$ cat src/rtl/writeback_unit_pkg.sv
// Shared types for the writeback unit: data bus, register index and write request.
package writeback_unit_pkg;

    localparam int unsigned BUS_WIDTH = 32;
    localparam int unsigned REG_COUNT = 32;

    typedef logic [BUS_WIDTH-1:0] bus_type;
    typedef logic [4:0]           reg_idx_type;

    typedef struct packed {
        reg_idx_type rd;
        bus_type     data;
    } wb_req_type;

endpackage

$ cat src/rtl/writeback_unit_sync_fifo.sv
// Single-clock FIFO with registered storage; full is judged from the pointers alone,
// so a full FIFO refuses a push even in a cycle where it pops.
module writeback_unit_sync_fifo #(
    parameter int unsigned WIDTH = 8,
    parameter int unsigned DEPTH = 4
) (
    input  logic             clk,
    input  logic             rst,
    input  logic             push_i,
    input  logic [WIDTH-1:0] push_data_i,
    input  logic             pop_i,
    output logic             full_o,
    output logic             empty_o,
    output logic [WIDTH-1:0] head_data_o
);

    localparam int unsigned AW = (DEPTH > 1) ? $clog2(DEPTH) : 1;

    logic [AW:0]      wr_ptr_q, wr_ptr_d;
    logic [AW:0]      rd_ptr_q, rd_ptr_d;
    logic [WIDTH-1:0] mem_q [DEPTH];
    logic [WIDTH-1:0] mem_d [DEPTH];
    logic             push_ok;
    logic             pop_ok;

    always_comb begin
        // Extra pointer bit distinguishes full from empty when the indices match.
        full_o      = (wr_ptr_q[AW] != rd_ptr_q[AW]) && (wr_ptr_q[AW-1:0] == rd_ptr_q[AW-1:0]);
        empty_o     = (wr_ptr_q == rd_ptr_q);
        push_ok     = push_i && !full_o;
        pop_ok      = pop_i && !empty_o;
        head_data_o = mem_q[rd_ptr_q[AW-1:0]];
        wr_ptr_d    = wr_ptr_q + (AW+1)'(push_ok);
        rd_ptr_d    = rd_ptr_q + (AW+1)'(pop_ok);
        mem_d       = mem_q;
        if (push_ok) begin
            mem_d[wr_ptr_q[AW-1:0]] = push_data_i;
        end
    end

    always_ff @(posedge clk or posedge rst) begin
        if (rst) begin
            wr_ptr_q <= '0;
            rd_ptr_q <= '0;
        end else begin
            wr_ptr_q <= wr_ptr_d;
            rd_ptr_q <= rd_ptr_d;
        end
    end

    always_ff @(posedge clk) begin
        mem_q <= mem_d;
    end

endmodule

$ cat src/rtl/writeback_unit.sv
// Merges ALU and load results onto the register file write port and tracks
// outstanding writes per register for hazard detection at issue.
module writeback_unit
    import writeback_unit_pkg::*;
#(
    parameter int unsigned MEM_FIFO_DEPTH = 4,
    parameter int unsigned STARVE_LIMIT   = 3
) (
    input  logic        clk,
    input  logic        rst,
    input  logic        alu_valid,
    input  logic [4:0]  alu_rd,
    input  bus_type     alu_data,
    output logic        alu_ready,
    input  logic        mem_valid,
    input  logic [4:0]  mem_rd,
    input  bus_type     mem_data,
    output logic        mem_ready,
    input  logic        issue_valid,
    input  logic [4:0]  issue_rd,
    output logic [31:0] busy_mask,
    output logic        rf_write_en,
    output logic [5:0]  rf_write_addr,
    output bus_type     rf_write_data
);

    localparam int unsigned CNT_W = (STARVE_LIMIT > 0) ? $clog2(STARVE_LIMIT + 1) : 1;

    wb_req_type fifo_head;
    wb_req_type win_req;
    logic       fifo_full, fifo_empty, fifo_push, fifo_pop;
    logic       force_alu, win_valid;

    logic [CNT_W-1:0]     starve_cnt_q, starve_cnt_d;
    logic                 wr_en_q, wr_en_d;
    reg_idx_type          wr_addr_q, wr_addr_d;
    bus_type              wr_data_q, wr_data_d;
    logic [REG_COUNT-1:0] busy_q, busy_d;

    writeback_unit_sync_fifo #(
        .WIDTH ($bits(wb_req_type)),
        .DEPTH (MEM_FIFO_DEPTH)
    ) u_mem_fifo (
        .clk         (clk),
        .rst         (rst),
        .push_i      (fifo_push),
        .push_data_i ({mem_rd, mem_data}),
        .pop_i       (fifo_pop),
        .full_o      (fifo_full),
        .empty_o     (fifo_empty),
        .head_data_o (fifo_head)
    );

    always_comb begin
        force_alu = alu_valid && (starve_cnt_q == CNT_W'(STARVE_LIMIT));
        fifo_pop  = !rst && !fifo_empty && !force_alu;
        alu_ready = !rst && alu_valid && !fifo_pop;
        mem_ready = !rst && !fifo_full;
        fifo_push = mem_valid && mem_ready;

        win_valid = fifo_pop || alu_ready;
        win_req   = fifo_pop ? fifo_head : '{rd: alu_rd, data: alu_data};

        // x0 winners complete the handshake but never reach the file.
        wr_en_d   = win_valid && (win_req.rd != '0);
        wr_addr_d = wr_en_d ? win_req.rd : wr_addr_q;
        wr_data_d = wr_en_d ? win_req.data : wr_data_q;

        starve_cnt_d = starve_cnt_q;
        if (!alu_valid || alu_ready) begin
            starve_cnt_d = '0;
        end else if (starve_cnt_q != CNT_W'(STARVE_LIMIT)) begin
            starve_cnt_d = starve_cnt_q + 1'b1;
        end

        // Clear first so a same-edge set of the same register wins.
        busy_d = busy_q;
        if (wr_en_q) begin
            busy_d[wr_addr_q] = 1'b0;
        end
        if (issue_valid && (issue_rd != '0)) begin
            busy_d[issue_rd] = 1'b1;
        end
        busy_d[0] = 1'b0;
    end

    always_ff @(posedge clk or posedge rst) begin
        if (rst) begin
            starve_cnt_q <= '0;
            wr_en_q      <= 1'b0;
            wr_addr_q    <= '0;
            wr_data_q    <= '0;
            busy_q       <= '0;
        end else begin
            starve_cnt_q <= starve_cnt_d;
            wr_en_q      <= wr_en_d;
            wr_addr_q    <= wr_addr_d;
            wr_data_q    <= wr_data_d;
            busy_q       <= busy_d;
        end
    end

    assign rf_write_en   = wr_en_q;
    assign rf_write_addr = {1'b0, wr_addr_q};
    assign rf_write_data = wr_data_q;
    assign busy_mask     = busy_q;

endmodule

$ cat config.mk
export PLATFORM = sky130hd
export DESIGN_NAME = writeback_unit
export DESIGN_NICKNAME = d
export VERILOG_FILES = /design/src/rtl/writeback_unit_pkg.sv /design/src/rtl/writeback_unit_sync_fifo.sv /design/src/rtl/writeback_unit.sv
export SDC_FILE = /design/constraint.sdc
export NUM_CORES = 1
export LEC_CHECK = 0
export ABC_CLOCK_PERIOD_IN_PS = 4180
export CAP_MARGIN = 30
export CORE_ASPECT_RATIO = 0.75
export CORE_MARGIN = 3
export CORE_UTILIZATION = 45
export CTS_CLUSTER_SIZE = 40
export DETAILED_ROUTE_END_ITERATION = 10
export PLACE_DENSITY = 0.73
export SYNTH_ARGS = -nofsm -noshare
export SYNTH_HDL_FRONTEND = slang
export SYNTH_SLANG_ARGS = --single-unit
$ cat constraint.sdc
create_clock -name clk -period 4.18 [get_ports clk]
set_clock_uncertainty 0.2 [all_clocks]
set_input_delay 0.418 -clock clk [delete_from_list [all_inputs] [get_ports clk]]
set_output_delay 0.418 -clock clk [all_outputs]
set_load 0.03 [all_outputs]
==> results of run 1 <==
## how the worst max path moves through the flow
stage / start / endpoint / slack, ps / depth (start not counted)
floorplan: rst / rf_write_data[10]$_DFFE_PP0P_ / 210 / 7
global placement: u_mem_fifo.rd_ptr_q[0]$_DFF_PP0_ / rf_write_data[27]$_DFFE_PP0P_ / 920 / 7
detailed placement: u_mem_fifo.rd_ptr_q[0]$_DFF_PP0_ / rf_write_data[27]$_DFFE_PP0P_ / 790 / 7
CTS: u_mem_fifo.rd_ptr_q[0]$_DFF_PP0_ / alu_ready / 390 / 6
global route: u_mem_fifo.rd_ptr_q[0]$_DFF_PP0_ / alu_ready / 200 / 6
finish: u_mem_fifo.rd_ptr_q[0]$_DFF_PP0_ / alu_ready / 450 / 6
## critical path, delay by kind of cell (launching register included)
kind,cells,cell delay [ps]
AOI/OAI and AO/OA,1,370
xor gates and xnor gates,1,240
buffers and inverters,2,1110
DFF,1,690
and+or+nand+nor,2,180
## report_power, final
group,internal (mW),switching [mW],leakage [nW]
combinational,1.64,1.81,1.46
sequential,2.96,0.424,2.22
clock,1.22,0.788,0.374
total,5.82,3.02,4.06
## state kept, by name, indices dropped and copies added (netlist names)
signal and flops:
busy_mask 31, rf_write_data 32, rf_write_en 1, starve_cnt_q 2
u_mem_fifo.mem_q 148, u_mem_fifo.rd_ptr_q 3, u_mem_fifo.wr_ptr_q 3, wr_addr_q 5
## logic make-up (layout without fill, tap and decap cells)
family / after synthesis / count (layout) / synth area share
AOI/OAI and AO/OA: 72 / 72 / 0.0450
xor gates and xnor gates: 6 / 6 / 0.00588
adders and majority gates: 5 / 5 / 0.00700
buffers and inverters: 23 / 210 / 0.0132
DFF: 225 / 225 / 0.713
muxes: 108 / 108 / 0.183
other: 1 / 2 / 0.000420
and+or+nand+nor: 53 / 53 / 0.0328
## final cells by class
class                   instances  share of cell area
flip-flops and latches        225               0.549
inverters                       3             0.00108
well taps                     247              0.0266
repair buffers                167               0.144
multi-input cells             246               0.214
clock inverters                 9             0.00809
clock buffers                  31              0.0567
## through the flow
stage,cells,utilization
after floorplan,494,-
after global placement,887,0.570
after detailed placement,887,0.570
after CTS,927,0.610
after global routing,928,0.611
final,928,0.611
## synth_stat cells
cell	n	area [um2]
buf_4	2	15.0
buf_1	3	11.3
a2111oi_4	1	27.5
buf_2	1	5.00
nor2_1	12	45.0
or3b_2	4	35.0
ha_1	5	62.6
mux2_1	28	315
dfrtp_1	77	1930
nor2b_1	3	18.8
or3_1	2	12.5
clkbuf_1	11	41.3
a21boi_0	1	7.51
inv_1	3	11.3
nor3_1	4	20.0
buf_6	3	33.8
conb_1	1	3.75
nor3b_1	1	7.51
nand3b_1	10	75.1
xor2_1	3	26.3
o21ai_0	63	315
edfxtp_1	148	4440
mux2_2	42	473
a31oi_1	3	18.8
and3_1	1	6.26
a32o_1	1	10.0
a21oi_1	1	5.00
mux4_2	37	833
xnor2_1	3	26.3
o2bb2ai_1	2	17.5
nand3_1	6	30.0
mux2i_1	1	10.0
nand2_1	8	30.0
nor4_1	2	12.5
## cells in the final DEF (no fill, tap or decap), types with 11 or more instances in the layout
cell and instances:
clkdlybuf4s50_1 154, o21ai_0 63, buf_4 11, edfxtp_1 148
clkbuf_16 25, mux4_2 37, dfrtp_1 75, mux2_1 28
mux2_2 42
## layer usage
metal / global-route usage / part of all wire
met4: 0.0486 / 0.021
met1: 0.248 / 0.43
met2: 0.293 / 0.47
met3: 0.0441 / 0.076
met5: 0 / 0
==> impl_metrics.json, run 1 <==
{
  "fmax_mhz": 268,
  "dp_slack_ps": 787,
  "postRouteAntennaNets": 0,
  "synth_area_per_cell_um2": 18.1,
  "finalSetupTns_ps": 0,
  "holdPathEnd": "rf_write_data[19]$_DFFE_PP0P_",
  "crit_slowest_cell": "clkdlybuf4s50_1",
  "total_power_mw": 8.84,
  "timing.final.crit_share": 0.891,
  "netlist_instances": 493,
  "dpl-instance-area_um2": 10800,
  "syn_to_final_growth_pct": 29.9,
  "core_um2": 19000,
  "multi_input_area_um2": 2490,
  "cts_resized": 0,
  "io_pins": 157,
  "cts_tree": "yes",
  "place.gp.congestion": 0.872,
  "seq_area_frac_synth": 0.713,
  "clock_sinks": 225,
  "min_period_ps": 3730,
  "finalSetupViolCount": 0,
  "crit_fanout": 16,
  "die_width_um": 169,
  "synth_warnings": 0,
  "first_pass_iters": 6,
  "reg2reg_to": "rf_write_data[27]$_DFFE_PP0P_",
  "maxSlewViolCount": 0,
  "grt_pass1_wl_um": 30500,
  "cp-start-kind": "flop",
  "cpPeakStageDelay_ps": 730,
  "outcome": "complete, no violations",
  "r2r_setup_slack_ps": 830,
  "ff_latch_area_um2": 6370,
  "yosysUniqueCellTypes": 34,
  "stdcell_area_um2": 11600,
  "cp_data_required_time_ps": 3560,
  "whs_path_depth": 1,
  "rsz0062_at_grt": "false",
  "die_h_um": 128,
  "cts_setup_buffers": 0,
  "cts_max_level": 1,
  "grt_start_max_net_pins": 79,
  "critical_path_class": "flop to output port",
  "drtIter0Drc": 388,
  "antenna_cells": 0,
  "reg2reg_from": "u_mem_fifo.rd_ptr_q[0]$_DFF_PP0_",
  "drc": 0,
  "ys_ff_latch": 225,
  "hold_start": "rf_write_data[19]$_DFFE_PP0P_",
  "core.rowCount": 43,
  "n_fill_cell": 1347,
  "drive_gt1_frac": 0.204,
  "wirelength_um": 19400,
  "hold_viol": 0,
  "timing.final.ws_setup_ps": 455,
  "clock_path_buffers": 3,
  "grt.overflow.total": 0,
  "slew_headroom": 0.532,
  "final_nets": 754,
  "antenna_found_initial": 0,
  "hp-class": "flop to flop",
  "cts-hold-fix-buffers": 0,
  "grt_pass1_vias": 5539,
  "tightestPinTransition_ps": 701,
  "routedWlPerCell_um": 20.9,
  "path_cells": "buf_4, xnor2_1, a32o_1, nor2_4, nor2_1, clkdlybuf4s50_1",
  "io_buffers": 154,
  "clkLatencyLatePin_ps": 500,
  "ir_drop_mv": 0.401,
  "cts_buffers": 22,
  "powerDensity_nw_per_um2": 761,
  "hold_ws_ps": 291,
  "reg2reg_depth": 7,
  "dieArea_um2": 21600,
  "cts-root-buf": "clkbuf_16",
  "initial_utilization": 0.470,
  "p_leak_nw": 4.06,
  "via_per_inst": 5.50,
  "hpwlAfterDp_um": 13000,
  "grtUsageTotal": 0.181,
  "path_clk_slew_ps": 60,
  "arrival_ps": 3110,
  "via_count": 5107,
  "critPathCaptureType": "output port",
  "synth_area_um2": 8930,
  "maxCapViolCount": 0
}
(Power assumes the default switching activity.)
==> run 2: changes to the inputs <==
--- a/config.mk
+++ b/config.mk
@@ -5,14 +5,14 @@
 export SDC_FILE = /design/constraint.sdc
 export NUM_CORES = 1
 export LEC_CHECK = 0
-export ABC_CLOCK_PERIOD_IN_PS = 4180
+export ABC_CLOCK_PERIOD_IN_PS = 4400
 export CAP_MARGIN = 30
 export CORE_ASPECT_RATIO = 0.75
 export CORE_MARGIN = 3
 export CORE_UTILIZATION = 45
 export CTS_CLUSTER_SIZE = 40
 export DETAILED_ROUTE_END_ITERATION = 10
-export PLACE_DENSITY = 0.73
+export PLACE_DENSITY = 0.7
 export SYNTH_ARGS = -nofsm -noshare
 export SYNTH_HDL_FRONTEND = slang
 export SYNTH_SLANG_ARGS = --single-unit
==> constraint.sdc (replaced) <==
create_clock -name clk -period 4.4 [get_ports clk]
set_clock_uncertainty 0.2 [all_clocks]
set_input_delay 0.44 -clock clk [delete_from_list [all_inputs] [get_ports clk]]
set_output_delay 0.44 -clock clk [all_outputs]
set_load 0.03 [all_outputs]
==> run 2 against run 1 <==
- non-clock buffer count is 1 lower
- die area stayed put
- highest routed layer unchanged
- utilization is 0.26 points lower
- sequential share of layout area is 0.24 points higher
- global-route usage is 0.43 points higher
- sequential power is 6.5% lower
- critical endpoint unchanged
- wire length is 2.6% higher
==> impl_metrics.json, run 2 (synthesis results as in run 1) <==
{
  "stdcell_area_um2": 11600,
  "min_period_ps": 3270,
  "grt_pass1_vias": 5572,
  "largest_reg_flops": 148,
  "clock_path_buffers": 3,
  "clkLatencyLatePin_ps": 490,
  "tightestPinTransition_ps": 610,
  "critPathCaptureType": "output port",
  "io_pins": 157,
  "wirelength_um": 19900,
  "syn_to_final_growth_pct": 29.4,
  "place.gp.congestion": 0.832,
  "hp-class": "flop to flop",
  "drive_gt1_frac": 0.201,
  "largest_register": "u_mem_fifo.mem_q",
  "rsz0062_at_grt": "false",
  "first_pass_iters": 5,
  "initial_utilization": 0.470,
  "dpl-instance-area_um2": 10800,
  "grt_pass1_wl_um": 31300,
  "cts_resized": 0,
  "path_delay_family": "buffers and inverters",
  "core.rowCount": 43,
  "path_cells": "xnor2_1, a32o_1, nor2_4, nor2_1, clkdlybuf4s50_1",
  "antenna_found_initial": 0,
  "core_um2": 19000,
  "cp_num_buf_inv": 1,
  "hold_ws_ps": 290,
  "finalSetupViolCount": 0,
  "cp-start-kind": "flop",
  "drtIter0Drc": 370,
  "cts-hold-fix-buffers": 0,
  "dp_slack_ps": 1170,
  "p_leak_nw": 4.02,
  "comb_power_share": 0.402,
  "outcome": "complete, no violations",
  "crit_fanout": 9,
  "timing.final.crit_share": 0.743,
  "place_inst": 886,
  "die_width_um": 169,
  "intPower_mw": 5.43,
  "cts_max_level": 1,
  "slew_headroom": 0.594,
  "stdcell_count": 927,
  "cts-root-buf": "clkbuf_16",
  "final_common_cell": "clkdlybuf4s50_1",
  "timing.final.ws_setup_ps": 1130,
  "utilization": 0.608,
  "grtUsageTotal": 0.185,
  "powerDensity_nw_per_um2": 721,
  "fmax_mhz": 306,
  "drc": 0,
  "ir_drop_mv": 0.401,
  "arrival_ps": 2630,
  "cpPeakStageDelay_ps": 690,
  "finalSetupTns_ps": 0,
  "via_count": 5178,
  "clock_sinks": 225,
  "via_per_inst": 5.59,
  "postRouteAntennaNets": 0,
  "die_h_um": 128,
  "io_buffers": 154,
  "maxCapViolCount": 0,
  "cts_setup_buffers": 0,
  "grt_start_max_net_pins": 51,
  "pwr-share-clk": 0.219,
  "final_cell_mix": "clkdlybuf4s50_1 (154), edfxtp_1 (148), dfrtp_1 (75)",
  "path_clk_slew_ps": 60,
  "cp_data_required_time_ps": 3760,
  "cts_tree": "yes",
  "grt.overflow.total": 0,
  "total_power_mw": 8.33,
  "critical_path_class": "flop to output port",
  "antenna_cells": 0,
  "cts_buffers": 22,
  "p_seq_frac": 0.379,
  "maxSlewViolCount": 0,
  "final_nets": 753,
  "sw_frac_of_total": 0.348,
  "hpwlAfterDp_um": 13600,
  "power_switching_mw": 2.90,
  "hold_viol": 0,
  "dieArea_um2": 21600,
  "crit_slowest_cell": "clkdlybuf4s50_1",
  "routedWlPerCell_um": 21.5
}
run 2: worst reg2reg max path, cell delays in order, from the launching register on:
cell and delay, ps:
dfrtp_2 550, mux4_2 580, nor4_1 430, nor3_1 160
a2111oi_4 260, buf_4 360, mux2_2 390
run 2: cell type report:
cell class,instances,area [um2]
clock buffer,32,639
clock inverter,8,70.1
fill,1368,7440
inverter,3,12.5
multi-input combinational,246,2490
sequential,225,6370
tap,247,309
timing repair buffer,166,1660
run 2: power by group through the flow:
stage               clock network [mW]  registers [mW]  logic (mW)
finish                            1.82            3.16        3.35
global route                      1.95            3.21        3.58
CTS                               1.86            3.16        3.38
detailed placement                   0            3.20        3.36
global placement                     0            3.16        3.29
floorplan                            0            3.69        1.60
run 2: worst paths after layout:
check,start,to,slack (ps),cells after the start
max,u_mem_fifo.rd_ptr_q[0]$_DFF_PP0_,alu_ready,1130,5
min,rf_write_data[2]$_DFFE_PP0P_,rf_write_data[2]$_DFFE_PP0P_,290,1
max reg2reg,u_mem_fifo.rd_ptr_q[0]$_DFF_PP0_,rf_write_data[30]$_DFFE_PP0P_,1350,6
min reg2reg,rf_write_data[2]$_DFFE_PP0P_,rf_write_data[2]$_DFFE_PP0P_,290,1
max in group asynchronous,rst,rf_write_data[24]$_DFFE_PP0P_,2870,4
min in group asynchronous,rst,u_mem_fifo.wr_ptr_q[1]$_DFF_PP0_,520,3
run 2: layer usage:
metal / vias up / global-route usage / part of all wire
li1: 2279 / - / -
met1: 2654 / 0.275 / 0.45
met2: 215 / 0.279 / 0.46
met3: 30 / 0.0487 / 0.071
met4: 0 / 0.0404 / 0.018
met5: - / 0 / 0
